[src/rtl/cpu_trace_uart.sv]
// Trace word FIFO feeding a UART 8N1 transmitter.
// Each word is sent as raw bytes or as uppercase ASCII hex digits followed by a newline.
module cpu_trace_uart #(
  parameter int DATA_WIDTH   = 16,
  parameter int FIFO_DEPTH   = 8,
  parameter int CLKS_PER_BIT = 87,
  parameter int HEX_MODE     = 0
) (
  input  logic                             clk,
  input  logic                             rst,
  input  logic                             wr_en,
  input  logic [DATA_WIDTH-1:0]            wr_data,
  output logic                             full,
  output logic                             empty,
  output logic [$clog2(FIFO_DEPTH+1)-1:0]  count,
  output logic                             overflow,
  output logic                             serial,
  output logic                             busy,
  output logic                             word_done
);
  localparam int AW     = $clog2(FIFO_DEPTH);
  localparam int CW     = $clog2(FIFO_DEPTH+1);
  localparam int CNT_W  = $clog2(CLKS_PER_BIT);
  localparam int NBYTES = DATA_WIDTH/8;
  localparam int NNIB   = DATA_WIDTH/4;
  localparam int NCHARS = (HEX_MODE != 0) ? NNIB+1 : NBYTES;
  localparam int IDX_W  = $clog2(NCHARS+1);

  localparam logic [AW:0]       PTR_ONE  = (AW+1)'(1);
  localparam logic [CNT_W-1:0]  CNT_ONE  = CNT_W'(1);
  localparam logic [CNT_W-1:0]  BIT_LAST = CNT_W'(CLKS_PER_BIT-1);
  localparam logic [IDX_W-1:0]  IDX_ONE  = IDX_W'(1);
  localparam logic [IDX_W-1:0]  IDX_LAST = IDX_W'(NCHARS-1);

  typedef enum logic [1:0] {IDLE, START, DATA, STOP} state_t;

  state_t                 state_q, state_d;
  logic [CNT_W-1:0]       clk_cnt_q, clk_cnt_d;
  logic [2:0]             bit_idx_q, bit_idx_d;
  logic [IDX_W-1:0]       char_idx_q, char_idx_d;
  logic [7:0]             char_q, char_d;
  logic [DATA_WIDTH-1:0]  word_q, word_d;
  logic                   serial_q, serial_d;
  logic                   busy_q, busy_d;
  logic                   word_done_q, word_done_d;
  logic [AW:0]            wr_ptr_q, wr_ptr_d, rd_ptr_q, rd_ptr_d;
  logic [CW-1:0]          count_q, count_d;
  logic                   full_q, full_d, empty_q, empty_d;
  logic                   overflow_q, overflow_d;
  logic [DATA_WIDTH-1:0]  mem_q [FIFO_DEPTH];
  logic [DATA_WIDTH-1:0]  head;
  logic                   push, pop;

  // Character idx of word w, most-significant first; hex words end in a newline.
  function automatic logic [7:0] char_of(input logic [DATA_WIDTH-1:0] w,
                                         input logic [IDX_W-1:0] idx);
    logic [31:0] wx;
    logic [3:0]  nib;
    wx      = 32'(w);
    char_of = 8'h0A;
    if (HEX_MODE == 0) begin
      char_of = 8'(wx >> (8*(NBYTES-1-int'(idx))));
    end else if (int'(idx) < NNIB) begin
      nib     = 4'(wx >> (4*(NNIB-1-int'(idx))));
      char_of = (nib < 4'd10) ? 8'h30 + {4'd0, nib} : 8'h37 + {4'd0, nib};
    end
  endfunction

  assign head = mem_q[rd_ptr_q[AW-1:0]];

  // A write into a full FIFO still lands if the FSM pops in the same cycle.
  always_comb begin
    push       = wr_en && (!full_q || pop);
    wr_ptr_d   = push ? wr_ptr_q + PTR_ONE : wr_ptr_q;
    rd_ptr_d   = pop  ? rd_ptr_q + PTR_ONE : rd_ptr_q;
    overflow_d = overflow_q | (wr_en & full_q & ~pop);
    count_d    = CW'(wr_ptr_d - rd_ptr_d);
    empty_d    = (wr_ptr_d == rd_ptr_d);
    full_d     = (wr_ptr_d[AW] != rd_ptr_d[AW]) && (wr_ptr_d[AW-1:0] == rd_ptr_d[AW-1:0]);
  end

  always_ff @(posedge clk) begin
    if (push) mem_q[wr_ptr_q[AW-1:0]] <= wr_data;
  end

  always_comb begin
    state_d     = state_q;
    clk_cnt_d   = clk_cnt_q;
    bit_idx_d   = bit_idx_q;
    char_idx_d  = char_idx_q;
    char_d      = char_q;
    word_d      = word_q;
    serial_d    = serial_q;
    word_done_d = 1'b0;
    pop         = 1'b0;
    unique case (state_q)
      IDLE: begin
        serial_d = 1'b1;
        if (!empty_q) begin
          pop        = 1'b1;
          word_d     = head;
          char_idx_d = '0;
          char_d     = char_of(head, char_idx_d);
          clk_cnt_d  = '0;
          serial_d   = 1'b0;
          state_d    = START;
        end
      end
      START: begin
        if (clk_cnt_q == BIT_LAST) begin
          clk_cnt_d = '0;
          bit_idx_d = '0;
          serial_d  = char_q[0];
          state_d   = DATA;
        end else begin
          clk_cnt_d = clk_cnt_q + CNT_ONE;
        end
      end
      DATA: begin
        if (clk_cnt_q == BIT_LAST) begin
          clk_cnt_d = '0;
          if (bit_idx_q == 3'd7) begin
            serial_d = 1'b1;
            state_d  = STOP;
          end else begin
            bit_idx_d = bit_idx_q + 3'd1;
            serial_d  = char_q[bit_idx_d];
          end
        end else begin
          clk_cnt_d = clk_cnt_q + CNT_ONE;
        end
      end
      STOP: begin
        if (clk_cnt_q == BIT_LAST) begin
          clk_cnt_d = '0;
          if (char_idx_q == IDX_LAST) begin
            char_idx_d  = '0;
            word_done_d = 1'b1;
            state_d     = IDLE;
          end else begin
            // Next character's start bit follows the stop bit directly.
            char_idx_d = char_idx_q + IDX_ONE;
            char_d     = char_of(word_q, char_idx_d);
            serial_d   = 1'b0;
            state_d    = START;
          end
        end else begin
          clk_cnt_d = clk_cnt_q + CNT_ONE;
        end
      end
      default: state_d = IDLE;
    endcase
    busy_d = (state_d != IDLE);
  end

  always_ff @(posedge clk or negedge rst) begin
    if (!rst) begin
      state_q     <= IDLE;
      clk_cnt_q   <= '0;
      bit_idx_q   <= '0;
      char_idx_q  <= '0;
      char_q      <= '0;
      word_q      <= '0;
      serial_q    <= 1'b1;
      busy_q      <= 1'b0;
      word_done_q <= 1'b0;
      wr_ptr_q    <= '0;
      rd_ptr_q    <= '0;
      count_q     <= '0;
      full_q      <= 1'b0;
      empty_q     <= 1'b1;
      overflow_q  <= 1'b0;
    end else begin
      state_q     <= state_d;
      clk_cnt_q   <= clk_cnt_d;
      bit_idx_q   <= bit_idx_d;
      char_idx_q  <= char_idx_d;
      char_q      <= char_d;
      word_q      <= word_d;
      serial_q    <= serial_d;
      busy_q      <= busy_d;
      word_done_q <= word_done_d;
      wr_ptr_q    <= wr_ptr_d;
      rd_ptr_q    <= rd_ptr_d;
      count_q     <= count_d;
      full_q      <= full_d;
      empty_q     <= empty_d;
      overflow_q  <= overflow_d;
    end
  end

  assign full      = full_q;
  assign empty     = empty_q;
  assign count     = count_q;
  assign overflow  = overflow_q;
  assign serial    = serial_q;
  assign busy      = busy_q;
  assign word_done = word_done_q;

endmodule

[config.mk]
export PLATFORM = sky130hd
export DESIGN_NAME = cpu_trace_uart
export DESIGN_NICKNAME = d
export VERILOG_FILES = /design/src/rtl/cpu_trace_uart.sv
export SDC_FILE = /design/constraint.sdc
export NUM_CORES = 1
export LEC_CHECK = 0
export ABC_AREA = 1
export BUFFER_PORTS_ARGS = -buffer_cell sky130_fd_sc_hd__buf_2
export CAP_MARGIN = 10
export CORE_MARGIN = 2
export CORE_UTILIZATION = 40
export CTS_BUF_LIST = sky130_fd_sc_hd__clkbuf_2
export CTS_CLUSTER_DIAMETER = 30
export DETAILED_ROUTE_END_ITERATION = 6
export PLACE_DENSITY = 0.53
export SLEW_MARGIN = 0
export SYNTH_ARGS = -nofsm -noshare
export SYNTH_HDL_FRONTEND = slang
export SYNTH_SLANG_ARGS = --single-unit
export TNS_END_PERCENT = 10
[constraint.sdc]
create_clock -name clk -period 3.2 [get_ports clk]
set_clock_uncertainty 0.15 [all_clocks]
set_input_delay 0.48 -clock clk [delete_from_list [all_inputs] [get_ports clk]]
set_output_delay 0.48 -clock clk [all_outputs]
set_load 0.05 [all_outputs]
==> results.ini <==
[synth]
synth_nets=733
synth.top_cell.area_share_pct=49.22
synth_area_um2=7809
yosys.area.top_type=edfxtp_1
avgSynthCellArea_um2=11.12
yosys_warnings=0
synth_cell_type_count=38
yosysSeqAreaShare_pct=67.20
synthesis.instances=702
ys_seq_elements=184
synth.area.top_cells=edfxtp_1, dfrtp_1, o21ai_0

[detailed_routing]
routedWlPerCell_um=16.23
viasPerCell=5.020
drt_iter0_drc=249
drc=0
wirelength_mm=16.76
dr_wl_met3_um=371
wl_met2_mm=8.287
highest_layer=met4
via_count=5186
met1Wirelength_mm=7.750
dr.pass1.iters=4
drtAntennaViolNets=0

[sta]
max_slew_margin_pct=41.60
hold_viol_final=0
fin_setup_tns_ns=0
finalCritPeriodShare_pct=76.46
worst_slew_pin_slew_ns=0.8760
holdWs_ns=0.1722
setup_ws_ns=0.7533
rsz0062_at_grt=no
final_max_slew_viol_count=0
setup_violations=0
fmax_mhz=408.7
layout_min_cycle_time_ns=2.447

[power_and_ir_drop]
power.density_nw_per_um2=610.9
irDropWorstVdd_mv=0.3330
p_leak_nw=3.327

[setup_path]
crit_top_cell=nand2_1
ff2ff_setup_slack_ns=0.75
endpoint_kind=flop
slowest_delay_ns=0.60
crit_path_max_fanout=10
r2r-start=empty
crit_arrival_ns=3.01
worstPathCellList=inv_1 -> nand2_4 -> nand2_2 -> nand2_1 -> inv_1 -> nand2_1 -> xor2_1 -> inv_1 -> ha_1 -> a21oi_1 -> nand2_1 -> nand2_1 -> nand2_1
critPathKind=flop to flop
required_ns=3.76
cpMaxStageDelayCell=dfstp_2
r2r_cells=13
r2r_end=count[3]
cp-start-kind=flop
cp-startpoint=empty

[global_route]
grt_pass1_vias=5023
overflow=0
grt_antenna_before_repair=1
grt_max_degree=43
gr-usage-all-layers_pct=17.21
grt_first_pass_wirelength_mm=26.42

[clock_tree]
cts_root_buffer=clkbuf_2
numCtsBuffers=17
cts_buffer_depth=2
h-tree-depth=4
path_clk_slew_ns=0.29
post_cts_buffers=0
holdBufCountCts=18
clock_sinks=184
cts-resized-gates=0
clock_latency_ns=0.76
tritoncts=built

[floorplan]
row_count=51
dieHeight_um=143.7
die_width_um=143.7
start_util_pct=40.39
die-area_um2=20660
core_region_area_um2=19330
ios=29

[finish]
layout_commonest_cell=edfxtp_1
area_growth_pct=12.39
final_cell_mix=edfxtp_1, nor2_1, nand2_1, o21ai_0, dfrtp_1
drive_gt1_share_pct=13.56
layout.nets=785
fin_util_pct=45.39

[run_status]
outcome=finished, final reports clean

[placed_design]
placement.io_buffers=28
place.gp.congestion=0.8076
place_ws_ns=0.8052
dp_hpwl_mm=10.47

[job]
cap_violations=0

[min_path]
hold_class=primary input to async pin

[metrics by stage]
step / cell area (µm²) / power (mW) / cells
floorplan: 7809 / 3.612 / 702
CTS: 8773 / 5.416 / 1032
detailed placement: 8270 / 3.960 / 982
global route: 8776 / 5.628 / 1033
global placement: 8270 / 3.932 / 982
finish: 8776 / 5.361 / 1033
[layout make-up]
class / count / area [µm²]
repair buffers: 64 / 467.9
well taps: 265 / 331.6
diodes: 1 / 2.502
multi-input cells: 439 / 2222
fillers: 1767 / 10560
inverters: 48 / 180.2
clock inverters: 14 / 232.7
clock buffers: 18 / 90.09
flip-flops and latches: 184 / 5249
[flip-flops by register name, summed over array words and instances (netlist names), 2 cells and up]
name and count:
rd_ptr_q 4, count 4, word_q 16, mem_q 128
bit_idx_q 3, wr_ptr_q 4, char_q 8, clk_cnt_q 7
char_idx_q 2, state_q 2
[worst max-delay path by stage]
stage               endpoint  slack (ns)  cells after the start
global placement    count[3]        0.88                     13
global route        count[3]        0.55                     13
finish              count[3]        0.75                     13
CTS                 count[3]        0.78                     13
floorplan           count[3]        0.76                     13
detailed placement  count[3]        0.81                     13
[synthesized netlist by cell type]
library cell  count
buf_6             1
buf_4             2
a31oi_2           2
nor3_2            1
inv_2             5
xor2_1            6
a211oi_1          1
ha_1             12
o21ai_0         106
nand3_2           2
o211ai_1         11
nand2_2           3
nor2_8            1
nor2_1          113
o22ai_1          11
dfstp_2           2
buf_1             1
buf_2             9
nand4_1           1
or2_1             1
nor2_4            2
inv_1            43
a31oi_1          14
clkbuf_1         17
buf_12            1
nor2_2            3
xnor2_1           2
nor3_1            2
nand2_1         112
o21ai_1           3
o221ai_1          8
a21oi_1           5
nand2_4           2
edfxtp_1        128
o21ai_4           1
dfrtp_1          54
nand3_1          13
a31o_2            1
[worst max-delay path, delay by kind of cell, from the launching register on]
| kind | cells | cell delay, ns |
|---|---|---|
| flip-flops | 1 | 0.60 |
| buffers and inverters | 3 | 0.22 |
| AO/OA/AOI/OAI | 1 | 0.23 |
| adder cells (fa/ha/maj) | 1 | 0.37 |
| XOR/XNOR | 1 | 0.14 |
| AND/OR/NAND/NOR | 7 | 0.68 |
[cell families (layout without fill, tap and decap cells)]
family | after synthesis | after routing | synth area share (%)
AND/OR/NAND/NOR | 256 | 256 | 13.64
flip-flops | 184 | 184 | 67.20
AO/OA/AOI/OAI | 163 | 163 | 12.00
buffers and inverters | 79 | 144 | 4.342
adder cells (fa/ha/maj) | 12 | 12 | 1.923
XOR/XNOR | 8 | 8 | 0.8973
other | 0 | 1 | 0
[routing by layer]
layer  track usage, %  vias to the layer above
li1                 -                     2537
met1            21.76                     2562
met2            29.40                       68
met3            3.432                       19
met4            6.244                        0
met5                0                        -
[power breakdown]
part	total [mW]	switching [mW]	internal [mW]
registers	2.97	0.0846	2.88
logic	0.946	0.685	0.261
clock network	1.45	0.829	0.619
Power figures use the tool's default switching activity.
